File: src/rtl/ddr_burst_arbiter_pkg.sv
// Shared types and defaults for the DDR burst arbiter slice.
// Holds FSM encoding, default bus widths and a width helper.
package ddr_burst_arbiter_pkg;

  localparam int DEF_ADDR_W  = 28;
  localparam int DEF_DATA_W  = 128;
  localparam int DEF_LEN_W   = 10;
  localparam int DEF_TIMEOUT = 65535;

  typedef enum logic [1:0] {
    ST_IDLE = 2'd0,
    ST_BUSY = 2'd1,
    ST_HOLD = 2'd2
  } arb_state_t;

  function automatic int clog2_min1(input int n);
    return (n > 1) ? $clog2(n) : 1;
  endfunction

endpackage

File: src/rtl/ddr_burst_arbiter_rr_pick.sv
// Combinational round-robin picker for the DDR burst arbiter.
// Ports: req (request vector), last (previous winner) -> found, win.
module ddr_burst_arbiter_rr_pick #(
  parameter int N = 4,
  parameter int W = 2
) (
  input  logic [N-1:0] req,
  input  logic [W-1:0] last,
  output logic         found,
  output logic [W-1:0] win
);

  logic [W:0] idx;

  // Search starts one past the last winner and wraps.
  always_comb begin
    found = 1'b0;
    win   = '0;
    idx   = '0;
    for (int i = 1; i <= N; i++) begin
      idx = {1'b0, last} + (W+1)'(i);
      if (idx >= (W+1)'(N))
        idx = idx - (W+1)'(N);
      if (!found && req[idx[W-1:0]]) begin
        found = 1'b1;
        win   = idx[W-1:0];
      end
    end
  end

endmodule

File: src/rtl/ddr_burst_arbiter.sv
// Round-robin arbiter sharing one DDR burst master among writers
// and readers; one burst in flight, grant held until finish/timeout.
// Ports:
//   axi_clk, rst_n (sync, active-low)
//   s_wr_* / s_rd_*  per-stream request side (flattened vectors)
//   m_wr_* / m_rd_*  single burst master side
//   busy, grant_id, err_timeout  status
module ddr_burst_arbiter
  import ddr_burst_arbiter_pkg::*;
#(
  parameter int N_WR           = 2,
  parameter int N_RD           = 2,
  parameter int AXI_ADDR_WIDTH = DEF_ADDR_W,
  parameter int AXI_DATA_WIDTH = DEF_DATA_W,
  parameter int LEN_WIDTH      = DEF_LEN_W,
  parameter int TIMEOUT_CYC    = DEF_TIMEOUT
) (
  input  logic                           axi_clk,
  input  logic                           rst_n,
  input  logic [N_WR-1:0]                s_wr_req,
  input  logic [N_WR*LEN_WIDTH-1:0]      s_wr_len,
  input  logic [N_WR*AXI_ADDR_WIDTH-1:0] s_wr_addr,
  input  logic [N_WR*AXI_DATA_WIDTH-1:0] s_wr_data,
  output logic [N_WR-1:0]                s_wr_data_req,
  output logic [N_WR-1:0]                s_wr_finish,
  input  logic [N_RD-1:0]                s_rd_req,
  input  logic [N_RD*LEN_WIDTH-1:0]      s_rd_len,
  input  logic [N_RD*AXI_ADDR_WIDTH-1:0] s_rd_addr,
  output logic [AXI_DATA_WIDTH-1:0]      s_rd_data,
  output logic [N_RD-1:0]                s_rd_valid,
  output logic [N_RD-1:0]                s_rd_finish,
  output logic                           m_wr_req,
  output logic [LEN_WIDTH-1:0]           m_wr_len,
  output logic [AXI_ADDR_WIDTH-1:0]      m_wr_addr,
  output logic [AXI_DATA_WIDTH-1:0]      m_wr_data,
  input  logic                           m_wr_data_req,
  input  logic                           m_wr_finish,
  output logic                           m_rd_req,
  output logic [LEN_WIDTH-1:0]           m_rd_len,
  output logic [AXI_ADDR_WIDTH-1:0]      m_rd_addr,
  input  logic [AXI_DATA_WIDTH-1:0]      m_rd_data,
  input  logic                           m_rd_valid,
  input  logic                           m_rd_finish,
  output logic                           busy,
  output logic [clog2_min1(N_WR+N_RD)-1:0] grant_id,
  output logic                           err_timeout
);

  localparam int N  = N_WR + N_RD;
  localparam int GW = clog2_min1(N);
  localparam int WW = clog2_min1(N_WR);
  localparam int RW = clog2_min1(N_RD);
  localparam int TW = clog2_min1(TIMEOUT_CYC + 1);

  localparam bit          TMO_EN   = (TIMEOUT_CYC != 0);
  localparam logic [TW-1:0] TMO_LAST = TW'(TIMEOUT_CYC - 1);

  arb_state_t state_q, state_d;

  logic [GW-1:0]   grant_q, grant_d;
  logic [GW-1:0]   last_q, last_d;
  logic [TW-1:0]   timer_q, timer_d;
  logic            hold_q, hold_d;
  logic            err_q, err_d;
  logic            mwr_q, mwr_d;
  logic            mrd_q, mrd_d;
  logic [N_WR-1:0] wfin_q, wfin_d;
  logic [N_RD-1:0] rfin_q, rfin_d;

  logic            pick_found;
  logic [GW-1:0]   pick_win;
  logic            grant_is_wr;
  logic [WW-1:0]   wr_sel;
  logic [RW-1:0]   rd_sel;
  logic [N_WR-1:0] wr_oh;
  logic [N_RD-1:0] rd_oh;
  logic            fin_hit;
  logic            tmo_hit;

  ddr_burst_arbiter_rr_pick #(
    .N (N),
    .W (GW)
  ) u_rr_pick (
    .req   ({s_rd_req, s_wr_req}),
    .last  (last_q),
    .found (pick_found),
    .win   (pick_win)
  );

  assign grant_is_wr = (grant_q < GW'(N_WR));
  assign wr_sel = grant_is_wr ? WW'(grant_q) : '0;
  assign rd_sel = RW'(grant_q - GW'(N_WR));

  for (genvar i = 0; i < N_WR; i++) begin : g_wr_oh
    assign wr_oh[i] = grant_is_wr && (wr_sel == WW'(i));
  end

  for (genvar i = 0; i < N_RD; i++) begin : g_rd_oh
    assign rd_oh[i] = !grant_is_wr && (rd_sel == RW'(i));
  end

  // Only the granted channel's finish counts.
  assign fin_hit = grant_is_wr ? m_wr_finish : m_rd_finish;
  assign tmo_hit = TMO_EN && (timer_q == TMO_LAST);

  always_comb begin
    state_d = state_q;
    grant_d = grant_q;
    last_d  = last_q;
    timer_d = timer_q;
    hold_d  = hold_q;
    err_d   = err_q;
    mwr_d   = mwr_q;
    mrd_d   = mrd_q;
    wfin_d  = '0;
    rfin_d  = '0;
    unique case (state_q)
      ST_IDLE: begin
        if (pick_found) begin
          state_d = ST_BUSY;
          grant_d = pick_win;
          last_d  = pick_win;
          timer_d = '0;
          if (pick_win < GW'(N_WR))
            mwr_d = 1'b1;
          else
            mrd_d = 1'b1;
        end
      end
      ST_BUSY: begin
        if (fin_hit || tmo_hit) begin
          state_d = ST_HOLD;
          hold_d  = 1'b0;
          mwr_d   = 1'b0;
          mrd_d   = 1'b0;
          wfin_d  = wr_oh;
          rfin_d  = rd_oh;
          // A real finish wins a tie with the watchdog.
          if (!fin_hit)
            err_d = 1'b1;
        end else begin
          timer_d = timer_q + TW'(1);
        end
      end
      ST_HOLD: begin
        // Two idle cycles let the requester drop its level req.
        if (hold_q) begin
          state_d = ST_IDLE;
          hold_d  = 1'b0;
        end else begin
          hold_d = 1'b1;
        end
      end
      default: state_d = ST_IDLE;
    endcase
  end

  always_ff @(posedge axi_clk) begin
    if (!rst_n) begin
      state_q <= ST_IDLE;
      grant_q <= '0;
      last_q  <= GW'(N - 1);
      timer_q <= '0;
      hold_q  <= 1'b0;
      err_q   <= 1'b0;
      mwr_q   <= 1'b0;
      mrd_q   <= 1'b0;
      wfin_q  <= '0;
      rfin_q  <= '0;
    end else begin
      state_q <= state_d;
      grant_q <= grant_d;
      last_q  <= last_d;
      timer_q <= timer_d;
      hold_q  <= hold_d;
      err_q   <= err_d;
      mwr_q   <= mwr_d;
      mrd_q   <= mrd_d;
      wfin_q  <= wfin_d;
      rfin_q  <= rfin_d;
    end
  end

  // Burst fields are zeroed whenever that master port is idle.
  assign m_wr_req  = mwr_q;
  assign m_wr_len  = mwr_q ?
    s_wr_len[int'(wr_sel)*LEN_WIDTH +: LEN_WIDTH] : '0;
  assign m_wr_addr = mwr_q ?
    s_wr_addr[int'(wr_sel)*AXI_ADDR_WIDTH +: AXI_ADDR_WIDTH] : '0;
  assign m_wr_data = mwr_q ?
    s_wr_data[int'(wr_sel)*AXI_DATA_WIDTH +: AXI_DATA_WIDTH] : '0;

  assign m_rd_req  = mrd_q;
  assign m_rd_len  = mrd_q ?
    s_rd_len[int'(rd_sel)*LEN_WIDTH +: LEN_WIDTH] : '0;
  assign m_rd_addr = mrd_q ?
    s_rd_addr[int'(rd_sel)*AXI_ADDR_WIDTH +: AXI_ADDR_WIDTH] : '0;

  assign s_wr_data_req = wr_oh & {N_WR{mwr_q & m_wr_data_req}};
  assign s_rd_valid    = rd_oh & {N_RD{mrd_q & m_rd_valid}};
  assign s_rd_data     = mrd_q ? m_rd_data : '0;

  assign s_wr_finish = wfin_q;
  assign s_rd_finish = rfin_q;
  assign busy        = (state_q == ST_BUSY);
  assign grant_id    = grant_q;
  assign err_timeout = err_q;

endmodule

File: config.mk
export PLATFORM = sky130hd
export DESIGN_NAME = ddr_burst_arbiter
export DESIGN_NICKNAME = d
export VERILOG_FILES = /design/src/rtl/ddr_burst_arbiter_pkg.sv /design/src/rtl/ddr_burst_arbiter_rr_pick.sv /design/src/rtl/ddr_burst_arbiter.sv
export SDC_FILE = /design/constraint.sdc
export NUM_CORES = 1
export LEC_CHECK = 0
export CAP_MARGIN = 10
export CORE_AREA = 2 2 351 353
export DETAILED_ROUTE_END_ITERATION = 16
export DIE_AREA = 0 0 353 355
export DONT_BUFFER_PORTS = 1
export PLACE_DENSITY_LB_ADDON = 0.1
export SYNTH_ARGS = -nofsm -noshare
export SYNTH_HDL_FRONTEND = slang
export SYNTH_SLANG_ARGS = --single-unit
File: constraint.sdc
create_clock -name axi_clk -period 2.4 [get_ports axi_clk]
set_input_delay 0 -clock axi_clk [delete_from_list [all_inputs] [get_ports axi_clk]]
set_output_delay 0 -clock axi_clk [all_outputs]
set_load 0.02 [all_outputs]
After elaboration in Yosys (flattened, before gate mapping)
Cells that the tools add are included.

Add/sub/neg operators: 10. Multipliers: 4. Div/mod/pow operators: 0. $lt $le $gt $ge: 10. Eq/ne operators: 9. Shift-type cells: 5. Muxes and demuxes: 44. Bitwise operators: 7. Reductions and logical operators: 23.

Operators by type and width (count): 128-bit two-way mux (2); 256-bit by 9-bit variable part select with 128-bit output (1); 56-bit by 7-bit variable part select with 28-bit output (2); 28-bit two-way mux (2); 20-bit by 6-bit variable part select with 10-bit output (2); 16-bit two-way mux (2); 16-bit case mux with 2 select lines (1); 2-bit two-way mux (11); 10-bit two-way mux (2); 16-bit by 1-bit adder with 16-bit output, second input constant (1); 16-bit equality test, second input constant (1); 1-bit by 3-bit multiplier with 4-bit output, second input constant (4); 1-bit two-way mux (16); 3-bit greater-or-equal comparator, second input constant (4); 2-bit by 3-bit < comparator with 1-bit output, second input constant (4); 3-bit AND reduction (4); 2-bit != test, second input constant (5); 1-bit binary-select mux with 2-bit select (4); 4-bit AND reduction (2); 2-bit by 1-bit subtractor with 2-bit output, second input constant (4); 1-bit logical AND (7); 2-bit by 2-bit adder with 3-bit output, second input constant (2); 1-bit case mux with 2 select lines (3); 2-bit case mux with 3 select lines (1); 15 further kinds (25).

Flip-flop bits (word level): 30. Bits in latches: 0. Bits in writable memories: 0. Memory bits (read-only): 0. Input bits: 546. Logic and storage cells: 122. Memories: 0.

Depth between registers and ports, before layout
Gate-level depths: netlist of run 1.

Word-level depth: 19. Mapped depth: 8.

Cells and area by module
A second synthesis of run 1 with hierarchy kept.

Cell total of the unflattened synthesis: 963. Area, all modules: 5375.2 um2.

Modules (own cells, without submodules): ddr_burst_arbiter (times used 1, cells each 949, area each 5283.8 um2, seq. area each 600.6 um2); ddr_burst_arbiter_rr_pick (times used 1, cells each 14, area each 91.3 um2, seq. area each 0.0 um2).

Worst setup path after synthesis of run 1
Ideal clock, no wire load.

Path kind: register -> output. From: reg grant_q[1] (netlist: grant_id[1]). To: out m_wr_addr[26]. Arrival: 1.948 ns. Path slack: 0.452 ns. Cell stages (with the launch flop): 8. Cell sequence: dfxtp_1 > buf_2 > nand2b_1 > clkbuf_1 > clkbuf_1 > buf_2 > nand2_1 > a21boi_0.

Longest elaborated chain between the ends: 5.

Ends and longest elaborated chain: start, declared (RTL line ddr_burst_arbiter.sv:60) `logic [GW-1:0] grant_q, grant_d;`; start signal, assigned (RTL line ddr_burst_arbiter.sv:172) `grant_q <= grant_d;`; 2-bit < comparator (RTL line ddr_burst_arbiter.sv:90) `assign grant_is_wr = (grant_q < GW'(N_WR));`; 1-bit two-way mux (RTL line ddr_burst_arbiter.sv:91) `assign wr_sel = grant_is_wr ? WW'(grant_q) : '0;`; 1-bit by 3-bit multiplier with 4-bit output (RTL line ddr_burst_arbiter.sv:189) `s_wr_addr[int'(wr_sel)*AXI_ADDR_WIDTH +: AXI_ADDR_WIDTH] : '0;`; 56-bit by 7-bit variable part select with 28-bit output (RTL line ddr_burst_arbiter.sv:189); 28-bit two-way mux (RTL line ddr_burst_arbiter.sv:188) `assign m_wr_addr = mwr_q ?`; end, declared (RTL line ddr_burst_arbiter.sv:34) `output logic [AXI_ADDR_WIDTH-1:0] m_wr_addr,`.

No other way between the ends.

Worst setup path after layout of run 1
From: reg grant_q[1] (netlist: grant_id[1]). To: out m_wr_data[10].

Longest elaborated chain between the ends: 4.

Ends and longest elaborated chain: 2-bit < comparator (RTL line ddr_burst_arbiter.sv:90); 1-bit two-way mux (RTL line ddr_burst_arbiter.sv:91); 256-bit by 9-bit variable part select with 128-bit output (RTL line ddr_burst_arbiter.sv:191) `s_wr_data[int'(wr_sel)*AXI_DATA_WIDTH +: AXI_DATA_WIDTH] : '0;`; 128-bit two-way mux (RTL line ddr_burst_arbiter.sv:190) `assign m_wr_data = mwr_q ?`; end, declared (RTL line ddr_burst_arbiter.sv:35) `output logic [AXI_DATA_WIDTH-1:0] m_wr_data,`.

No other way between the ends.

==> impl_metrics.toml, run 1 <==
[route]
vias = 7697
vias_per_cell = 2.83
drt_pass1_iterations = 5
drc = 0
antenna_left = 0
routedWlPerCell_um = 23.5
routed_wl_um = 63900
drt_iter0_markers = 353

[timing]
final.setup.tns_ns = 0
min_period_ns = 2.30
worst_slew_pin_slew_ns = 0.795
fmax_ghz = 0.435
fin_ws_ns = 0.0992
slew_headroom = 0.469
setup_viol = 0
maxSlewViolCount = 0
post-route-period-util = 0.959
hold_slack_ns = 0.0317
fin_worst_skew_ns = 0.00798
grt_setup_unrepaired = "false"
finalHoldViolations = 0

[cts]
cts.sinks = 30
post-cts-setup-buffers = 0
cts_buffer_depth = 2
clk_pin_slew_worst_paths_ns = 0.06
htreeDepth = 2
cts_root_buf = "clkbuf_16"
cts_tree = "built"
clkLatencyLatePin_ns = 0.28
cts_made_buffers = 5

[setup_path]
r2r_slack_ns = 0.26
ff2ff_path_depth = 4
required_ns = 2.40
worstSetupEndpointType = "primary output"
critPathMaxFanout = 71
worstPathArrival_ns = 2.30
reg2reg_to = "timer_q[9]"
worstSetupStartpointType = "register"
rr_startpoint = "grant_id[1]"
criticalPathCategory = "register to primary output"

[layout]
nFillCells = 14500
multiInputGateArea_um2 = 4840
drive_above_1_share = 0.211
design_area_um2 = 9430
final_nets = 1638
syn2layout_area_growth_pct = 62.1
seq_area_um2 = 612

[place]
dpl_cell_area_um2 = 9230
place_ws_ns = 0.255
dp_hpwl_um = 58000
portBuffers = 0
finalWeightedCongestion = 0.852

[global_route]
grt_start_max_net_pins = 102
grtUsageTotal = 0.0940
overflow = 0
grt_antenna_before_repair = 34
grt_pass1_vias = 7657
grt_pass1_wl_um = 79300

[hold_path]
min_path_cells = 2
worstHoldEndpoint = "timer_q[0]"
min_from = "rst_n"
hold_path.class = "input port to register"

[synth]
synth_edf_count = 0
synthFlopType = "dfxtp_1"
synthArstFlopShare = 0
synthDistinctLibCells = 45
ys_top_cells_by_count = "nand2_1, a21boi_0, and2_1"
synth_top_cell_by_area = "nand2_1"
yosysMostFrequentCell = "nand2_1"
synth_nets = 1513
synth_seq_area_share = 0.103
synth-seq-cells = 30
synth_area_um2 = 5820
synth_top_cells_by_area = "nand2_1, a21boi_0, and2_1, dfxtp_1, mux2i_1"
avgSynthCellArea_um2 = 6.03
synth_top_area_frac = 0.225
ys_warn_count = 0
postSynthCellCount = 965

[pwr]
swShare = 0.561
p_leak_nw = 3.30
irDropWorstVdd_mv = 0.239
seq_power_share = 0.124
p_sw_mw = 2.99
clkPwrFrac = 0.130
combPwrFrac = 0.747
power.density_nw_per_um2 = 564
p_total_mw = 5.32
p_int_mw = 2.34

[flow_run]
max-cap-violations = 0

[die]
die_y_um = 355
dieWidth_um = 353
placementRows = 128
core_um2 = 121000
die_area_um2 = 125000
start_util = 0.0479
ios = 892

[run_status]
status = "completed"
## metrics by stage
step	instances	util
after floorplan	965	-
after detailed placement	2706	0.0760
final	2723	0.0777
after CTS	2716	0.0775
after global placement	2706	0.0760
after global routing	2717	0.0775
## cells by family (layout without fill, tap and decap cells)
| logic type | count (synthesis) | count (layout) | share of synthesized area |
|---|---|---|---|
| buffers and inverters | 96 | 222 | 0.0727 |
| adder cells (fa/ha/maj) | 2 | 2 | 0.00430 |
| multiplexers | 43 | 43 | 0.0761 |
| other | 0 | 7 | 0 |
| AO/OA/AOI/OAI | 216 | 216 | 0.274 |
| flip-flops | 30 | 30 | 0.103 |
| AND/OR/NAND/NOR | 578 | 578 | 0.469 |
## placed cells by master (no fill, tap or decap), types with 2 or more instances in the layout
cell type and instances:
a21boi_0 139, nand2_1 348, nor3_1 5, and2_1 130
a211oi_1 3, buf_12 15, buf_4 187, dfxtp_1 27
nand4_1 7, nor2_1 10, inv_1 8, ha_1 2
a21oi_1 13, or4_1 9, mux2i_1 42, clkinv_2 2
a2111o_1 2, a21boi_1 20, and4_1 3, and3_1 2
nor2b_1 41, o31ai_1 8, o211ai_1 6, a31oi_1 3
nand2b_1 4, nand3_1 11, dfxtp_4 3, a21boi_2 8
dlygate4sd3_1 3, diode_2 7, o21ai_0 5, clkbuf_16 6
## registers in the layout, summed over array words and instances (netlist names)
name and flops:
m_rd_req 1, last_q 2, timer_q 16, m_wr_req 1, grant_id 2, s_rd_finish 2, hold_q 1, state_q 2
s_wr_finish 2, err_timeout 1
## worst max-delay path, cell delays in order, from the launching register on
cell	delay, ns
dfxtp_1	0.52
nand2b_4	0.25
buf_12	0.28
buf_4	0.30
nand2_1	0.08
a21boi_0	0.27
buf_4	0.20
## cell type report
| type | count | area share |
|---|---|---|
| Multi-Input combinational cell | 839 | 0.513 |
| Antenna cell | 7 | 0.00186 |
| Tap cell | 1625 | 0.216 |
| Inverter | 9 | 0.00358 |
| Clock buffer | 6 | 0.0159 |
| Sequential cell | 30 | 0.0649 |
| Clock inverter | 2 | 0.00106 |
| Timing Repair Buffer | 205 | 0.184 |
## per-layer routing
metal | routed length [um] | vias to the layer above | track usage | part of all wire
met5 | 56 | - | 0 | 0.00088
met4 | 792 | 8 | 0.00672 | 0.012
met3 | 7720 | 76 | 0.0461 | 0.12
met2 | 29800 | 552 | 0.158 | 0.47
met1 | 25500 | 3627 | 0.112 | 0.40
li1 | - | 3434 | - | -
## repair_timing
| item | CTS | global route |
|---|---|---|
| hold buffers | 3 | 0 |
| endpoints found under the hold margin | 6 | 0 |
| endpoints found under the setup margin | 2 | 1 |
| resized for setup | 0 | 1 |
## power by group through the flow
| stage | clock network, mW | registers (mW) | logic [mW] |
|---|---|---|---|
| finish | 0.691 | 0.657 | 3.97 |
| detailed placement | 0 | 0.680 | 4.08 |
| CTS | 0.726 | 0.668 | 4.09 |
| global route | 0.739 | 0.673 | 4.31 |
| global placement | 0 | 0.679 | 4.10 |
| floorplan | 0 | 0.570 | 2.34 |
## worst max-delay path by stage
stage	from	endpoint	slack [ns]
2_1_floorplan	grant_id[1]	m_wr_addr[26]	0.45
3_3_place_gp	grant_id[1]	timer_q[5]	0.29
3_5_place_dp	grant_id[1]	timer_q[9]	0.26
4_1_cts	grant_id[1]	m_wr_addr[6]	0.03
5_1_grt	grant_id[1]	m_wr_data[10]	0.00004
6_report	grant_id[1]	m_wr_data[10]	0.1
Power figures use the tool's default switching activity.
==> run 2, diff against run 1 <==
--- a/config.mk
+++ b/config.mk
@@ -6,11 +6,13 @@
 export NUM_CORES = 1
 export LEC_CHECK = 0
 export CAP_MARGIN = 10
-export CORE_AREA = 2 2 351 353
+export CORE_AREA = 2 2 347 349
 export DETAILED_ROUTE_END_ITERATION = 16
-export DIE_AREA = 0 0 353 355
+export DIE_AREA = 0 0 349 351
 export DONT_BUFFER_PORTS = 1
 export PLACE_DENSITY_LB_ADDON = 0.1
+export SKIP_LAST_GASP = 1
 export SYNTH_ARGS = -nofsm -noshare
 export SYNTH_HDL_FRONTEND = slang
+export SYNTH_HIERARCHICAL = 1
 export SYNTH_SLANG_ARGS = --single-unit
==> impl_metrics.toml, run 2 <==
[global_route]
grt_start_max_net_pins = 81
grtUsageTotal = 0.109
grt_pass1_wl_um = 86200
grt_pass1_vias = 7388
grt_antenna_before_repair = 104
overflow = 0

[route]
routedWlPerCell_um = 27.3
routed_wl_um = 73400
vias_per_cell = 2.91
vias = 7827
drc = 0
antenna_left = 0
drt_pass1_iterations = 5
drt_iter0_markers = 464

[synth]
yosysMostFrequentCell = "nand2_1"
synthFlopType = "dfxtp_1"
postSynthCellCount = 963
synthDistinctLibCells = 49
ys_warn_count = 6
synth_seq_area_share = 0.112
synth_nets = 1511
synth_top_cells_by_area = "nand2_1, a21oi_1, and2_1, dfxtp_1, mux2i_1"
synth_edf_count = 0
ys_top_cells_by_count = "nand2_1, a21oi_1, and2_1"
synthArstFlopShare = 0
avgSynthCellArea_um2 = 5.58
synth_top_area_frac = 0.244
synth-seq-cells = 30
synth_top_cell_by_area = "nand2_1"
synth_area_um2 = 5380

[setup_path]
r2r_slack_ns = 0.56
ff2ff_path_depth = 7
cp_num_buf_inv = 3
worstPathArrival_ns = 2.34
required_ns = 2.40
slowest_delay_ns = 0.42
criticalPathCategory = "register to primary output"
reg2reg_to = "timer_q[11]"
worstSetupEndpointType = "primary output"
rr_startpoint = "timer_q[0]"
crit_family = "buffers and inverters"
critPathMaxFanout = 78
slowest_stage = "dfxtp_4"
worstSetupStartpointType = "register"
critical_path.cell_chain = "inv_1 > nor2_4 > buf_16 > nand2_1 > a21oi_2 > buf_4"

[cts]
cts_buffer_depth = 2
clk_pin_slew_worst_paths_ns = 0.06
cts_tree = "built"
clkLatencyLatePin_ns = 0.28
htreeDepth = 2
cts_made_buffers = 5
cts.sinks = 30
cts_root_buf = "clkbuf_16"

[hold_path]
min_from = "m_wr_finish"
hold_path.class = "input port to register"
worstHoldEndpoint = "timer_q[2]"
min_path_cells = 3

[die]
ios = 892
dieWidth_um = 349
start_util = 0.0452
die_area_um2 = 122000
die_y_um = 351
core_um2 = 119000
placementRows = 127

[pwr]
power.density_nw_per_um2 = 519
irDropWorstVdd_mv = 0.188
p_leak_nw = 3.31

[layout]
drive_above_1_share = 0.233
syn2layout_area_growth_pct = 68.0
final_util = 0.0759
final_nets = 1657
nFillCells = 14200
final_common_cell = "nand2_1"
seq_area_um2 = 609
final_cell_mix = "nand2_1, buf_4, a21oi_1"
multiInputGateArea_um2 = 4440
largest_reg_flops = 16
largest-register = "timer_q"
design_area_um2 = 9030

[timing]
grt_setup_unrepaired = "true"
min_period_ns = 2.34
hold_slack_ns = 0.0142
maxSlewViolCount = 0
finalHoldViolations = 0
setup_viol = 0
fmax_ghz = 0.428
worst_slew_pin_slew_ns = 0.808
fin_worst_skew_ns = 0.00568
slew_headroom = 0.461
post-route-period-util = 0.973
fin_ws_ns = 0.0638

[place]
place_ws_ns = 0.104
dp_hpwl_um = 67000
finalWeightedCongestion = 0.770
dpl_cell_area_um2 = 8760
portBuffers = 0

[flow_run]
max-cap-violations = 0

[run_status]
status = "completed"
==> run 2: per-layer routing <==
metal / up-vias / track usage / wire length, um
li1: 3482 / - / -
met1: 3529 / 0.104 / 24300
met2: 537 / 0.194 / 36500
met3: 169 / 0.0697 / 9740
met4: 110 / 0.0267 / 2090
met5: - / 0 / 697
==> run 2: worst max-delay path by stage <==
stage | from | endpoint | slack (ns) | cells after the start
global placement | m_wr_req | m_wr_addr[14] | 0.09 | 3
CTS | grant_id[0] | m_wr_len[6] | -0.04 | 8
detailed placement | m_wr_req | m_wr_addr[14] | 0.10 | 3
finish | grant_id[0] | m_wr_data[72] | 0.06 | 6
floorplan | grant_id[1] | m_wr_data[100] | 0.52 | 7
global route | m_wr_req | m_wr_data[28] | -0.002 | 4
==> run 2: power breakdown <==
group          internal, mW  total (mW)  switching (mW)
Clock                 0.380       0.629           0.250
Sequential            0.525       0.610          0.0850
Combinational          1.05        3.45            2.40
==> run 2: tightest hold or removal path: stages <==
cell and delay [ns]:
mux2i_4 0.08, nand2_1 0.09, a211oi_1 0.07
==> run 2: repair_timing <==
item | in CTS | in global routing
hold buffers | 1 | 0
gates resized for setup | 10 | 3
cloned | 0 | 0
pin swaps | 0 | 0
setup buffers | 0 | 0
hold endpoints to repair | 1 | 0
endpoints found under the setup margin | 12 | 3
==> run 2: per-stage QoR <==
stage               TNS (ns)  std cells  total power [mW]
floorplan                  0        963              2.52
global placement           0       2649              4.19
detailed placement         0       2649              4.18
CTS                  -0.0565       2658              4.86
global route        -0.00223       2681              5.00
finish                     0       2686              4.69
==> run 2: logic make-up (layout without fill, tap and decap cells) <==
family | count (synthesis) | after routing | share of synthesized area
compound gates | 213 | 213 | 0.213
xor+xnor | 1 | 1 | 0.00163
fa+ha+maj | 2 | 2 | 0.00465
buf+inv | 95 | 242 | 0.0733
flops | 30 | 30 | 0.112
mux | 42 | 42 | 0.0808
other cells | 0 | 28 | 0
simple gates | 580 | 580 | 0.515
==> run 2: layout make-up <==
class	count	area share
sequential	30	0.0675
inverter	10	0.00471
clock inverter	2	0.000970
timing repair buffer	224	0.198
clock buffer	6	0.0143
multi-input combinational	838	0.492
tap	1548	0.214
antenna	28	0.00776
==> run 3, diff against run 2 <==
--- a/config.mk
+++ b/config.mk
@@ -6,11 +6,12 @@
 export NUM_CORES = 1
 export LEC_CHECK = 0
 export CAP_MARGIN = 10
-export CORE_AREA = 2 2 347 349
+export CORE_AREA = 2 2 346 348
 export DETAILED_ROUTE_END_ITERATION = 16
-export DIE_AREA = 0 0 349 351
+export DIE_AREA = 0 0 348 350
 export DONT_BUFFER_PORTS = 1
 export PLACE_DENSITY_LB_ADDON = 0.1
+export RECOVER_POWER = 100
 export SKIP_LAST_GASP = 1
 export SYNTH_ARGS = -nofsm -noshare
 export SYNTH_HDL_FRONTEND = slang
==> constraint.sdc (replaced) <==
create_clock -name axi_clk -period 2.62 [get_ports axi_clk]
set_input_delay 0 -clock axi_clk [delete_from_list [all_inputs] [get_ports axi_clk]]
set_output_delay 0 -clock axi_clk [all_outputs]
set_load 0.02 [all_outputs]
==> impl_metrics.toml, run 3 (same netlist as run 2, synthesis figures left out) <==
[setup_path]
crit_family = "buffers and inverters"
worstSetupStartpointType = "register"
critPathMaxFanout = 73
cp_num_buf_inv = 3
slowest_delay_ns = 0.69
critical_path.cell_chain = "inv_6 > buf_12 > a21oi_1 > clkbuf_2"
slowest_stage = "dfxtp_1"
required_ns = 2.62
criticalPathCategory = "register to primary output"
ff2ff_path_depth = 4
worstPathArrival_ns = 2.60
crit_cells = 4
worstSetupEndpointType = "primary output"

[route]
drt_iter0_markers = 518
routedWlPerCell_um = 29.0
vias_per_cell = 2.97
drc = 0
drt_pass1_iterations = 5
vias = 7820
antenna_left = 0
routed_wl_um = 76200

[pwr]
irDropWorstVdd_mv = 0.194
p_leak_nw = 2.46
p_total_mw = 3.97
power.density_nw_per_um2 = 489

[cts]
cts_buffer_depth = 2
htreeDepth = 2
cts_root_buf = "clkbuf_16"
cts_made_buffers = 5
clk_pin_slew_worst_paths_ns = 0.05
cts_tree = "built"
cts.sinks = 30
clkLatencyLatePin_ns = 0.28

[die]
placementRows = 126
start_util = 0.0456
die_y_um = 350
core_um2 = 118000
ios = 892
die_area_um2 = 122000
dieWidth_um = 348

[hold_path]
hold_path.class = "input port to register"
min_path_cells = 2

[timing]
maxSlewViolCount = 0
fin_worst_skew_ns = 0.00475
fin_ws_ns = 0.0185
post-route-period-util = 0.993
slew_headroom = 0.421
grt_setup_unrepaired = "false"
fmax_ghz = 0.384
worst_slew_pin_slew_ns = 0.868
hold_slack_ns = 0.0829
final.setup.tns_ns = 0
setup_viol = 0
finalHoldViolations = 0
min_period_ns = 2.60

[layout]
drive_above_1_share = 0.0776
final_cell_mix = "nand2_1, a21oi_1, and2_0"
final_common_cell = "nand2_1"
final_nets = 1616
syn2layout_area_growth_pct = 51.1
largest-register = "timer_q"
largest_reg_flops = 16

[run_status]
status = "completed"

[global_route]
overflow = 0
grt_pass1_wl_um = 89900
grtUsageTotal = 0.115
grt_start_max_net_pins = 91
grt_antenna_before_repair = 81
grt_pass1_vias = 7358

[place]
dp_hpwl_um = 69200
place_ws_ns = 0.233
portBuffers = 0
finalWeightedCongestion = 0.938

[flow_run]
max-cap-violations = 0
-- run 3: repair_timing --
action | 4_1_cts | 5_1_grt
hold endpoints to repair | 1 | 0
setup endpoints to repair | 6 | 3
pin swaps | 1 | 0
hold buffers | 1 | 0
gates cloned | 0 | 1
setup buffers | 4 | 0
resized for setup | 1 | 2
-- run 3: worst paths after layout --
kind               startpoint       endpoint  slack, ns
setup / recovery     m_wr_req  m_wr_data[64]       0.02
setup reg to reg  grant_id[1]    timer_q[11]       0.43
hold reg to reg        hold_q     state_q[1]       0.46
hold / removal          rst_n    err_timeout       0.08
-- run 3: cell type report --
cell class	instances	area, um2
antenna	24	60.1
clock buffer	6	129
clock inverter	2	10.0
fill	14100	110000
inverter	10	42.5
multi-input combinational	839	4370
sequential	30	609
tap	1536	1920
timing repair buffer	182	975
-- run 3: routing by layer --
layer,part of all wire,track usage
met2,0.49,0.202
met5,0.0036,0
met3,0.082,0.0385
met4,0.034,0.0263
met1,0.39,0.133
-- run 3: through the flow --
stage          area (um2)    util  cells
2_1_floorplan        5380       -    963
3_3_place_gp         8400  0.0714   2591
3_5_place_dp         8400  0.0714   2591
4_1_cts              8600  0.0730   2604
5_1_grt              8110  0.0688   2623
6_report             8120  0.0690   2629
-- run 3: report_power, final --
| group | internal (mW) | total (mW) | switching, mW | leakage [nW] |
|---|---|---|---|---|
| registers | 0.481 | 0.577 | 0.0959 | 0.245 |
| clock network | 0.349 | 0.562 | 0.213 | 0.0708 |
| logic | 0.638 | 2.83 | 2.20 | 2.14 |
| total | 1.47 | 3.97 | 2.50 | 2.46 |
